**src/rtl/mips_pipe_pkg.sv**
```systemverilog
// Shared definitions for the 5-stage MIPS pipe: control bundle layout and ALUOp codes.
// Decode packs the bundle, ID/EX latches it, EX unpacks it.
package mips_pipe_pkg;

  localparam int CTRL_W = 10;

  // Bit positions inside {RegWrite,MemRead,MemWrite,MemtoReg,ALUSrc,RegDst,ALUOp[3:0]}
  localparam int CTRL_REGWRITE  = 9;
  localparam int CTRL_MEMREAD   = 8;
  localparam int CTRL_MEMWRITE  = 7;
  localparam int CTRL_MEMTOREG  = 6;
  localparam int CTRL_ALUSRC    = 5;
  localparam int CTRL_REGDST    = 4;
  localparam int CTRL_ALUOP_MSB = 3;
  localparam int CTRL_ALUOP_LSB = 0;

  typedef enum logic [3:0] {
    ALU_ADD  = 4'd0,
    ALU_SUB  = 4'd1,
    ALU_AND  = 4'd2,
    ALU_OR   = 4'd3,
    ALU_XOR  = 4'd4,
    ALU_NOR  = 4'd5,
    ALU_SLT  = 4'd6,
    ALU_SLL  = 4'd7,
    ALU_SRL  = 4'd8,
    ALU_SRA  = 4'd9,
    ALU_LUI  = 4'd10,
    ALU_FUNC = 4'd15
  } alu_op_e;

  function automatic logic ctrl_mem_read(input logic [CTRL_W-1:0] ctrl);
    return ctrl[CTRL_MEMREAD];
  endfunction

  function automatic logic ctrl_reg_dst(input logic [CTRL_W-1:0] ctrl);
    return ctrl[CTRL_REGDST];
  endfunction

endpackage

```
**src/rtl/id_ex_stage_load_use_detect.sv**
```systemverilog
// Load-use hazard detector: a load sitting in EX whose destination is read by the ID instruction.
// $0 never creates a hazard because it is hard-wired to zero.
module load_use_detect (
  input  logic       ex_valid,
  input  logic       ex_mem_read,
  input  logic [4:0] ex_dst,
  input  logic       id_valid,
  input  logic [4:0] id_rs,
  input  logic [4:0] id_rt,
  input  logic       id_uses_rt,
  output logic       load_use
);

  logic dst_nonzero_s;
  logic rs_hit_s;
  logic rt_hit_s;

  assign dst_nonzero_s = (ex_dst != 5'd0);
  assign rs_hit_s      = (ex_dst == id_rs);
  assign rt_hit_s      = id_uses_rt & (ex_dst == id_rt);

  assign load_use = id_valid & ex_valid & ex_mem_read & dst_nonzero_s & (rs_hit_s | rt_hit_s);

endmodule

```
**src/rtl/id_ex_stage.sv**
```systemverilog
// ID/EX pipeline register: latches operands/control for EX, bypasses same-cycle WB writes,
// turns load-use hazards and flushes into counted bubbles.
module id_ex_stage #(
  parameter int DATA_W = 32,
  parameter int CTRL_W = mips_pipe_pkg::CTRL_W,
  parameter int CNT_W  = 16
) (
  input  logic              clk,
  input  logic              reset,
  input  logic              id_valid,
  input  logic [4:0]        id_rs,
  input  logic [4:0]        id_rt,
  input  logic [4:0]        id_rd,
  input  logic              id_uses_rt,
  input  logic [DATA_W-1:0] id_rsdata,
  input  logic [DATA_W-1:0] id_rtdata,
  input  logic [DATA_W-1:0] id_imm,
  input  logic [CTRL_W-1:0] id_ctrl,
  input  logic              wb_RegWrite,
  input  logic [4:0]        wb_RdOrRt,
  input  logic [DATA_W-1:0] wb_WriteData,
  input  logic              flush,
  output logic              stall,
  output logic              ex_valid,
  output logic [4:0]        ex_rs,
  output logic [4:0]        ex_rt,
  output logic [4:0]        ex_dst,
  output logic [DATA_W-1:0] ex_rsdata,
  output logic [DATA_W-1:0] ex_rtdata,
  output logic [DATA_W-1:0] ex_imm,
  output logic [CTRL_W-1:0] ex_ctrl,
  output logic [CNT_W-1:0]  bubble_count
);

  import mips_pipe_pkg::*;

  logic              load_use_s;
  logic              bubble_s;
  logic              wb_live_s;
  logic [DATA_W-1:0] rs_fwd_s;
  logic [DATA_W-1:0] rt_fwd_s;
  logic [4:0]        dst_sel_s;

  load_use_detect u_load_use_detect (
    .ex_valid    (ex_valid),
    .ex_mem_read (ex_ctrl[CTRL_MEMREAD]),
    .ex_dst      (ex_dst),
    .id_valid    (id_valid),
    .id_rs       (id_rs),
    .id_rt       (id_rt),
    .id_uses_rt  (id_uses_rt),
    .load_use    (load_use_s)
  );

  // A flush already kills the ID instruction, so it must not also freeze the front end.
  assign stall    = reset & load_use_s & ~flush;
  assign bubble_s = flush | load_use_s;

  // The regfile writes on the same edge we latch, so its read data is stale for the WB target.
  always_comb begin
    wb_live_s = wb_RegWrite & (wb_RdOrRt != 5'd0);
    rs_fwd_s  = id_rsdata;
    rt_fwd_s  = id_rtdata;
    dst_sel_s = id_rt;
    if (wb_live_s && (wb_RdOrRt == id_rs)) begin
      rs_fwd_s = wb_WriteData;
    end else begin
      rs_fwd_s = id_rsdata;
    end
    if (wb_live_s && (wb_RdOrRt == id_rt)) begin
      rt_fwd_s = wb_WriteData;
    end else begin
      rt_fwd_s = id_rtdata;
    end
    if (id_ctrl[CTRL_REGDST]) begin
      dst_sel_s = id_rd;
    end else begin
      dst_sel_s = id_rt;
    end
  end

  // Pipeline register and saturating bubble counter; bubbles keep data fields, only kill valid/ctrl.
  always_ff @(posedge clk) begin
    if (!reset) begin
      ex_valid     <= 1'b0;
      ex_rs        <= 5'd0;
      ex_rt        <= 5'd0;
      ex_dst       <= 5'd0;
      ex_rsdata    <= {DATA_W{1'b0}};
      ex_rtdata    <= {DATA_W{1'b0}};
      ex_imm       <= {DATA_W{1'b0}};
      ex_ctrl      <= {CTRL_W{1'b0}};
      bubble_count <= {CNT_W{1'b0}};
    end else if (bubble_s) begin
      ex_valid <= 1'b0;
      ex_ctrl  <= {CTRL_W{1'b0}};
      if (bubble_count != {CNT_W{1'b1}}) begin
        bubble_count <= bubble_count + {{(CNT_W-1){1'b0}}, 1'b1};
      end else begin
        bubble_count <= bubble_count;
      end
    end else begin
      ex_valid  <= id_valid;
      ex_rs     <= id_rs;
      ex_rt     <= id_rt;
      ex_dst    <= dst_sel_s;
      ex_rsdata <= rs_fwd_s;
      ex_rtdata <= rt_fwd_s;
      ex_imm    <= id_imm;
      if (id_valid) begin
        ex_ctrl <= id_ctrl;
      end else begin
        ex_ctrl <= {CTRL_W{1'b0}};
      end
    end
  end

endmodule

```
**config.mk**
```make
export PLATFORM = sky130hd
export DESIGN_NAME = id_ex_stage
export DESIGN_NICKNAME = d
export VERILOG_FILES = /design/src/rtl/mips_pipe_pkg.sv /design/src/rtl/id_ex_stage_load_use_detect.sv /design/src/rtl/id_ex_stage.sv
export SDC_FILE = /design/constraint.sdc
export NUM_CORES = 1
export LEC_CHECK = 0
export ABC_AREA = 1
export CORE_UTILIZATION = 38
export DETAILED_ROUTE_END_ITERATION = 8
export PLACE_DENSITY = 0.77
export SLEW_MARGIN = 20
export SYNTH_ARGS = -nofsm -noshare
export SYNTH_HDL_FRONTEND = slang
export SYNTH_HIERARCHICAL = 1
export SYNTH_SLANG_ARGS = --single-unit
```
**constraint.sdc**
```tcl
create_clock -name clk -period 1.7 [get_ports clk]
set_input_delay 0.17 -clock clk [delete_from_list [all_inputs] [get_ports clk]]
set_output_delay 0.17 -clock clk [all_outputs]
set_load 0.01 [all_outputs]
```
Yosys cells after proc, flatten, opt, wreduce, memory -nomap -nowiden
Cells that the tools add are included.
{"block": "word_totals", "regBits": 138, "latch_bits": 0, "mem_bits_rw": 0, "rom_bits": 0, "inputBits": 164, "output_inout_bits": 139, "elab_cells": 38, "mem_count": 0}
{"block": "op_classes", "n_addsub": 1, "mul": 0, "n_div": 0, "magnitude_cmp": 0, "n_eq_ne": 5, "shift": 0, "muxes": 3, "bitwise_logic": 13, "reduce_logical": 7}
{"op": "$mux W32", "n": 2}
{"op": "$eq A5 B5 Y1", "n": 4}
{"op": "$add A16 B1 Y16 const B", "n": 1}
{"op": "$ne A16 B16 Y1 const B", "n": 1}
{"op": "$reduce_bool A5 Y1", "n": 2}
{"op": "$and A1 B1 Y1", "n": 8}
{"op": "$mux W5", "n": 1}
{"op": "$not A1 Y1", "n": 3}
{"op": "$reduce_or A3 Y1", "n": 1}
{"op": "$logic_and A1 B1 Y1", "n": 2}
{"op": "$or A1 B1 Y1", "n": 2}
{"op": "$reduce_and A2 Y1", "n": 1}
{"op": "$reduce_or A2 Y1", "n": 1}

Longest topological paths before layout
{"block": "depth", "word_depth": 6, "mapped_depth": 13, "depth_no_buf": 12}

Modules after synthesis
Netlist, hierarchy kept.
{"mod": "id_ex_stage", "instances": 1, "cells_per_inst": 997, "area_each_um2": 6573.8, "seq_area_each_um2": 2762.6}
{"mod": "load_use_detect", "instances": 1, "cells_per_inst": 53, "area_each_um2": 224.0, "seq_area_each_um2": 0.0}

Worst setup path before layout
OpenSTA, ideal clock, no wires.
{"block": "synth_timing", "kind": "register to register", "startpoint": "reg ex_dst[3]", "endpoint": "reg ex_imm[10]", "setup_ns": 0.065, "arrival_time_ns": 1.659, "required_time_ns": 1.635, "setup_slack_ns": -0.023, "path_stages_with_launch": 13, "n_path_buf": 2, "synth_period_minus_slack_ns": 1.723, "cell_sequence": "dfxtp_1 > inv_2 > nand2_2 > nand2_2 > nor2_2 > nand3_1 > a21oi_2 > nor2_2 > inv_1 > buf_2 > clkbuf_1 > nor2_1 > nor2_1"}
{"block": "synth_between", "elab_chain_cells": 5, "elab_cells_between_ends": 8, "cone_classes": "eq/ne (2); bitwise (5); reduce/logical (1)"}
{"item": "start, declared", "line": "id_ex_stage.sv:27", "rtl": "output logic [4:0] ex_dst,"}
{"item": "start signal, assigned", "line": "id_ex_stage.sv:106", "rtl": "ex_dst <= dst_sel_s;"}
{"item": "$eq A5 B5 Y1", "line": "id_ex_stage_load_use_detect.sv:20", "rtl": "assign rt_hit_s = id_uses_rt & (ex_dst == id_rt);"}
{"item": "$and A1 B1 Y1", "line": "id_ex_stage_load_use_detect.sv:20"}
{"item": "$or A1 B1 Y1", "line": "id_ex_stage_load_use_detect.sv:22", "rtl": "assign load_use = id_valid & ex_valid & ex_mem_read & dst_nonzero_s & (rs_hit_s | rt_hit_s);"}
{"item": "$and A1 B1 Y1 *", "line": "id_ex_stage_load_use_detect.sv:22"}
{"item": "named net load_use_s", "line": "id_ex_stage.sv:37", "rtl": "logic load_use_s;"}
{"item": "$or A1 B1 Y1 *", "line": "id_ex_stage.sv:57", "rtl": "assign bubble_s = flush | load_use_s;"}
{"item": "end signal, assigned", "line": "id_ex_stage.sv:91", "rtl": "ex_imm <= {DATA_W{1'b0}};"}
{"item": "end signal, assigned", "line": "id_ex_stage.sv:109", "rtl": "ex_imm <= id_imm;"}
{"item": "end, declared", "line": "id_ex_stage.sv:30", "rtl": "output logic [DATA_W-1:0] ex_imm,"}
Mark *: on every way through the listed nets, which the timed path passes. The rest lies on a longest branch.
A chain may end at the register's enable or synchronous reset.

Worst setup path after layout
{"block": "layout_timing", "startpoint": "reg ex_dst[1]", "endpoint": "reg ex_rsdata[20]"}
{"block": "layout_between", "elab_chain_cells": 5, "elab_cells_between_ends": 8, "cone_classes": "eq/ne (2); bitwise (5); reduce/logical (1)"}
{"item": "$eq A5 B5 Y1", "line": "id_ex_stage_load_use_detect.sv:20"}
{"item": "$and A1 B1 Y1", "line": "id_ex_stage_load_use_detect.sv:20"}
{"item": "$or A1 B1 Y1", "line": "id_ex_stage_load_use_detect.sv:22"}
{"item": "$and A1 B1 Y1 *", "line": "id_ex_stage_load_use_detect.sv:22"}
{"item": "named net load_use_s", "line": "id_ex_stage.sv:37"}
{"item": "$or A1 B1 Y1 *", "line": "id_ex_stage.sv:57"}
{"item": "end signal, assigned", "line": "id_ex_stage.sv:89", "rtl": "ex_rsdata <= {DATA_W{1'b0}};"}
{"item": "end signal, assigned", "line": "id_ex_stage.sv:107", "rtl": "ex_rsdata <= rs_fwd_s;"}
{"item": "end, declared", "line": "id_ex_stage.sv:28", "rtl": "output logic [DATA_W-1:0] ex_rsdata,"}
Marks and branches as above.

==> impl_metrics.py <==
metrics = {
    "setup_path": {
        "crit_required_ns": 2.02,
        "end_kind": "register",
        "path_class": "reg2reg",
        "cp.arrival_ns": 2.15,
        "crit_fanout": 9,
        "startpoint_type": "register",
    },
    "clock_tree": {
        "htree_levels": 4,
        "cts_tree": "done",
        "ctsHoldBuffers": 0,
        "worstSkewPairLatency_ns": 0.42,
        "cts_num_sinks": 138,
        "root_buffer": "clkbuf_16",
        "path_clk_slew_ns": 0.06,
        "cts_buffer_depth": 2,
        "cts_buffers": 17,
    },
    "power_and_ir_drop": {
        "pwr-share-seq_pct": 36.8,
        "powerDensity_mw_per_mm2": 822,
        "sw_frac_of_total_pct": 25.7,
        "leakage_nw": 5.17,
        "internal-power_mw": 7.20,
        "p_total_mw": 9.70,
        "power_frac_clock_pct": 42.2,
        "comb_power_share_pct": 21.1,
        "netSwitchingPower_mw": 2.50,
        "ir_drop_uv": 673,
    },
    "sta": {
        "setup_violations": 122,
        "fin_crit_sh_pct": 108,
        "relSlewSlack_pct": 72.7,
        "setup_slack_ns": -0.137,
        "rsz0062_at_grt": "yes",
        "fmaxAchievable_mhz": 544,
        "fin_crit_ns": 1.84,
        "slew_violations": 0,
        "finalClockSkew_ns": 0.0120,
        "holdWs_ns": 0.270,
        "worst_pin_slew_ns": 0.407,
        "hold_viol": 0,
    },
    "floorplan": {
        "initial_core_util_pct": 39.2,
        "num_rows": 48,
        "dieArea_sq_mm": 0.0184,
        "die_h_um": 136,
        "die_x_um": 136,
        "io_pins": 303,
        "core-area_sq_mm": 0.0174,
    },
    "cells_and_area": {
        "antennaDiodeCount": 0,
        "multiInputGateArea_sq_mm": 0.00364,
        "fill_cells": 1440,
        "area.growth.synth_to_final_pct": 73.7,
        "seq_area_sq_mm": 0.00278,
        "stdcell_area_sq_mm": 0.0118,
        "drive_gt1_share_pct": 16.9,
        "layout.nets": 1552,
    },
    "min_path": {
        "hold_class": "in2reg",
    },
    "global_routing": {
        "grt_pass1_vias": 7876,
        "grt_pass1_wl_mm": 38.4,
        "grt_max_degree": 70,
        "antenna_found_initial": 0,
        "grt-ovfl-total": 0,
        "globalRouteTotalUtil_pct": 26.7,
    },
    "detailed_routing": {
        "avgRoutedWirePerCell_um": 15.6,
        "vias": 8022,
        "ant_nets": 0,
        "wl_mm": 25.4,
        "viasPerCell": 4.94,
        "drt-pass1-iter-count": 5,
        "drtIter0Drc": 354,
        "drc": 0,
    },
    "placed_design": {
        "placed_cell_area_sq_mm": 0.0105,
        "io_buffer_count": 302,
        "post-dp-hpwl_mm": 17.0,
        "place_congestion": 0.849,
    },
    "run_status": {
        "status": "finished, violations left",
        "violations": "negative setup slack",
    },
    "yosys": {
        "synth_area_leaders": "dfxtp_1 (41%), nor2_1 (16%), nand2_1 (11%), nand3_1 (6.9%), o21ai_0 (6.8%)",
        "yosysWarnings": 6,
        "ys_ff_latch": 138,
        "synthCells": 1050,
        "synth.largest_area_cell": "dfxtp_1",
        "ys_types": 28,
        "netlist_area_sq_mm": 0.00680,
        "syn_area_per_cell_sq_um": 6.47,
        "synth_nets": 1215,
        "ys_seq_area_share_pct": 40.6,
        "synth_top_area_share_pct": 40.6,
    },
    "flow_run": {
        "max_cap_violations": 0,
    },
}
[layer usage]
layer  routed length (um)  up-vias  track usage, %
met4                  751        0            11.1
met3                 2040       65            7.52
met2                12800      317            47.8
met5                    0        -               0
met1                 9710     3692            29.3
li1                     -     3948               -
[synth_stat cells, drive strengths merged]
library cell	instances
a21oi	35
buf	32
clkbuf	27
dfxtp	138
ha	1
inv	112
nand2	197
nand3	97
nand3b	1
nand4	3
nor2	290
nor3	4
o21ai	97
xnor2	9
xor2	7
[metrics by stage]
step | worst slack, ns | utilization, % | instances | setup TNS (ns)
after floorplan | -0.0217 | - | 1050 | -0.432
after global placement | -0.461 | 60.3 | 1579 | -40.50
after detailed placement | -0.518 | 60.3 | 1579 | -49.59
after CTS | -0.114 | 66.3 | 1617 | -5.18
after global routing | -0.233 | 68.0 | 1624 | -20.37
final | -0.137 | 68.0 | 1624 | -7.78
[layout by cell type, fill, tap and decap left out, types with 2 or more instances in the layout]
cell,synthesis,routed
clkdlybuf4s50_1,0,299
nor2_1,281,241
nand2_1,192,176
dfxtp_1,138,132
inv_1,105,104
nand3_1,94,89
o21ai_1,4,65
nor2_2,6,38
buf_4,7,38
o21ai_2,0,22
clkbuf_16,0,22
a21oi_1,24,19
nand2_2,3,18
buf_12,0,18
a21oi_2,11,15
nor2_4,2,10
o21ai_0,93,10
xnor2_1,9,9
buf_6,6,9
nand3_2,3,8
xor2_1,7,7
inv_2,7,6
bufinv_16,0,5
buf_16,0,5
clkinv_4,0,4
nand4_1,3,3
dfxtp_2,0,3
clkbuf_1,27,3
dfxtp_4,0,3
nand2_4,2,2
nor3_1,2,2
buf_2,11,2
[final cells by class]
cell class / instances / share of cell area (%)
multi-input combinational: 741 / 30.9
tap: 225 / 2.38
sequential: 138 / 23.5
timing repair buffer: 377 / 34.1
inverter: 112 / 3.69
clock buffer: 21 / 3.82
clock inverter: 10 / 1.63
[state kept, by name, summed over array words and instances (netlist names)]
name and count:
ex_rtdata 32, ex_ctrl 10, ex_rt 5, ex_valid 1, ex_dst 5, bubble_count 16, ex_rsdata 32, ex_imm 32
ex_rs 5
[worst max-delay path, cell delays in order, from the launching register on]
cell     delay, ns
dfxtp_4       0.38
inv_2         0.06
nand2_2       0.07
nand2_2       0.07
nor2_4        0.10
nand3_2       0.07
a21oi_2       0.17
buf_4         0.14
nor2_4        0.05
buf_12        0.16
buf_16        0.16
nor2_2        0.11
nor2_1        0.06
nand2_1       0.09
inv_1         0.03
[worst paths after layout]
| kind | cells past startpoint | from | end | slack (ns) |
|---|---|---|---|---|
| worst max-delay path | 14 | ex_dst[1] | ex_rsdata[20] | -0.14 |
| worst min register to register | 2 | ex_imm[27] | ex_imm[27] | 0.51 |
| worst max register to register | 14 | ex_dst[1] | ex_rsdata[20] | -0.14 |
| worst min-delay path | 3 | id_ctrl[9] | ex_ctrl[9] | 0.27 |
[what timing repair did]
item,in CTS,in global routing
setup buffers,2,1
resized for setup,160,58
pin swaps,11,15
endpoints found under the setup margin,141,141
gates cloned,5,6
[power by group through the flow]
stage | registers (mW) | logic (mW) | clock network [mW]
3_5_place_dp | 3.61 | 1.81 | 0
6_report | 3.57 | 2.04 | 4.09
3_3_place_gp | 3.60 | 1.79 | 0
5_1_grt | 3.58 | 2.20 | 4.27
2_1_floorplan | 3.69 | 0.616 | 0
4_1_cts | 3.55 | 1.96 | 4.13
[cells by family (layout without fill, tap and decap cells)]
| group | count (synthesis) | count (layout) | synth area share, % |
|---|---|---|---|
| adders and majority gates | 1 | 1 | 0.184 |
| AOI/OAI and AO/OA | 132 | 132 | 10.3 |
| and+or+nand+nor | 592 | 592 | 36.1 |
| xor gates and xnor gates | 16 | 16 | 2.06 |
| DFF | 138 | 138 | 40.6 |
| buffers and inverters | 171 | 520 | 10.7 |
Power figures use the tool's default switching activity.
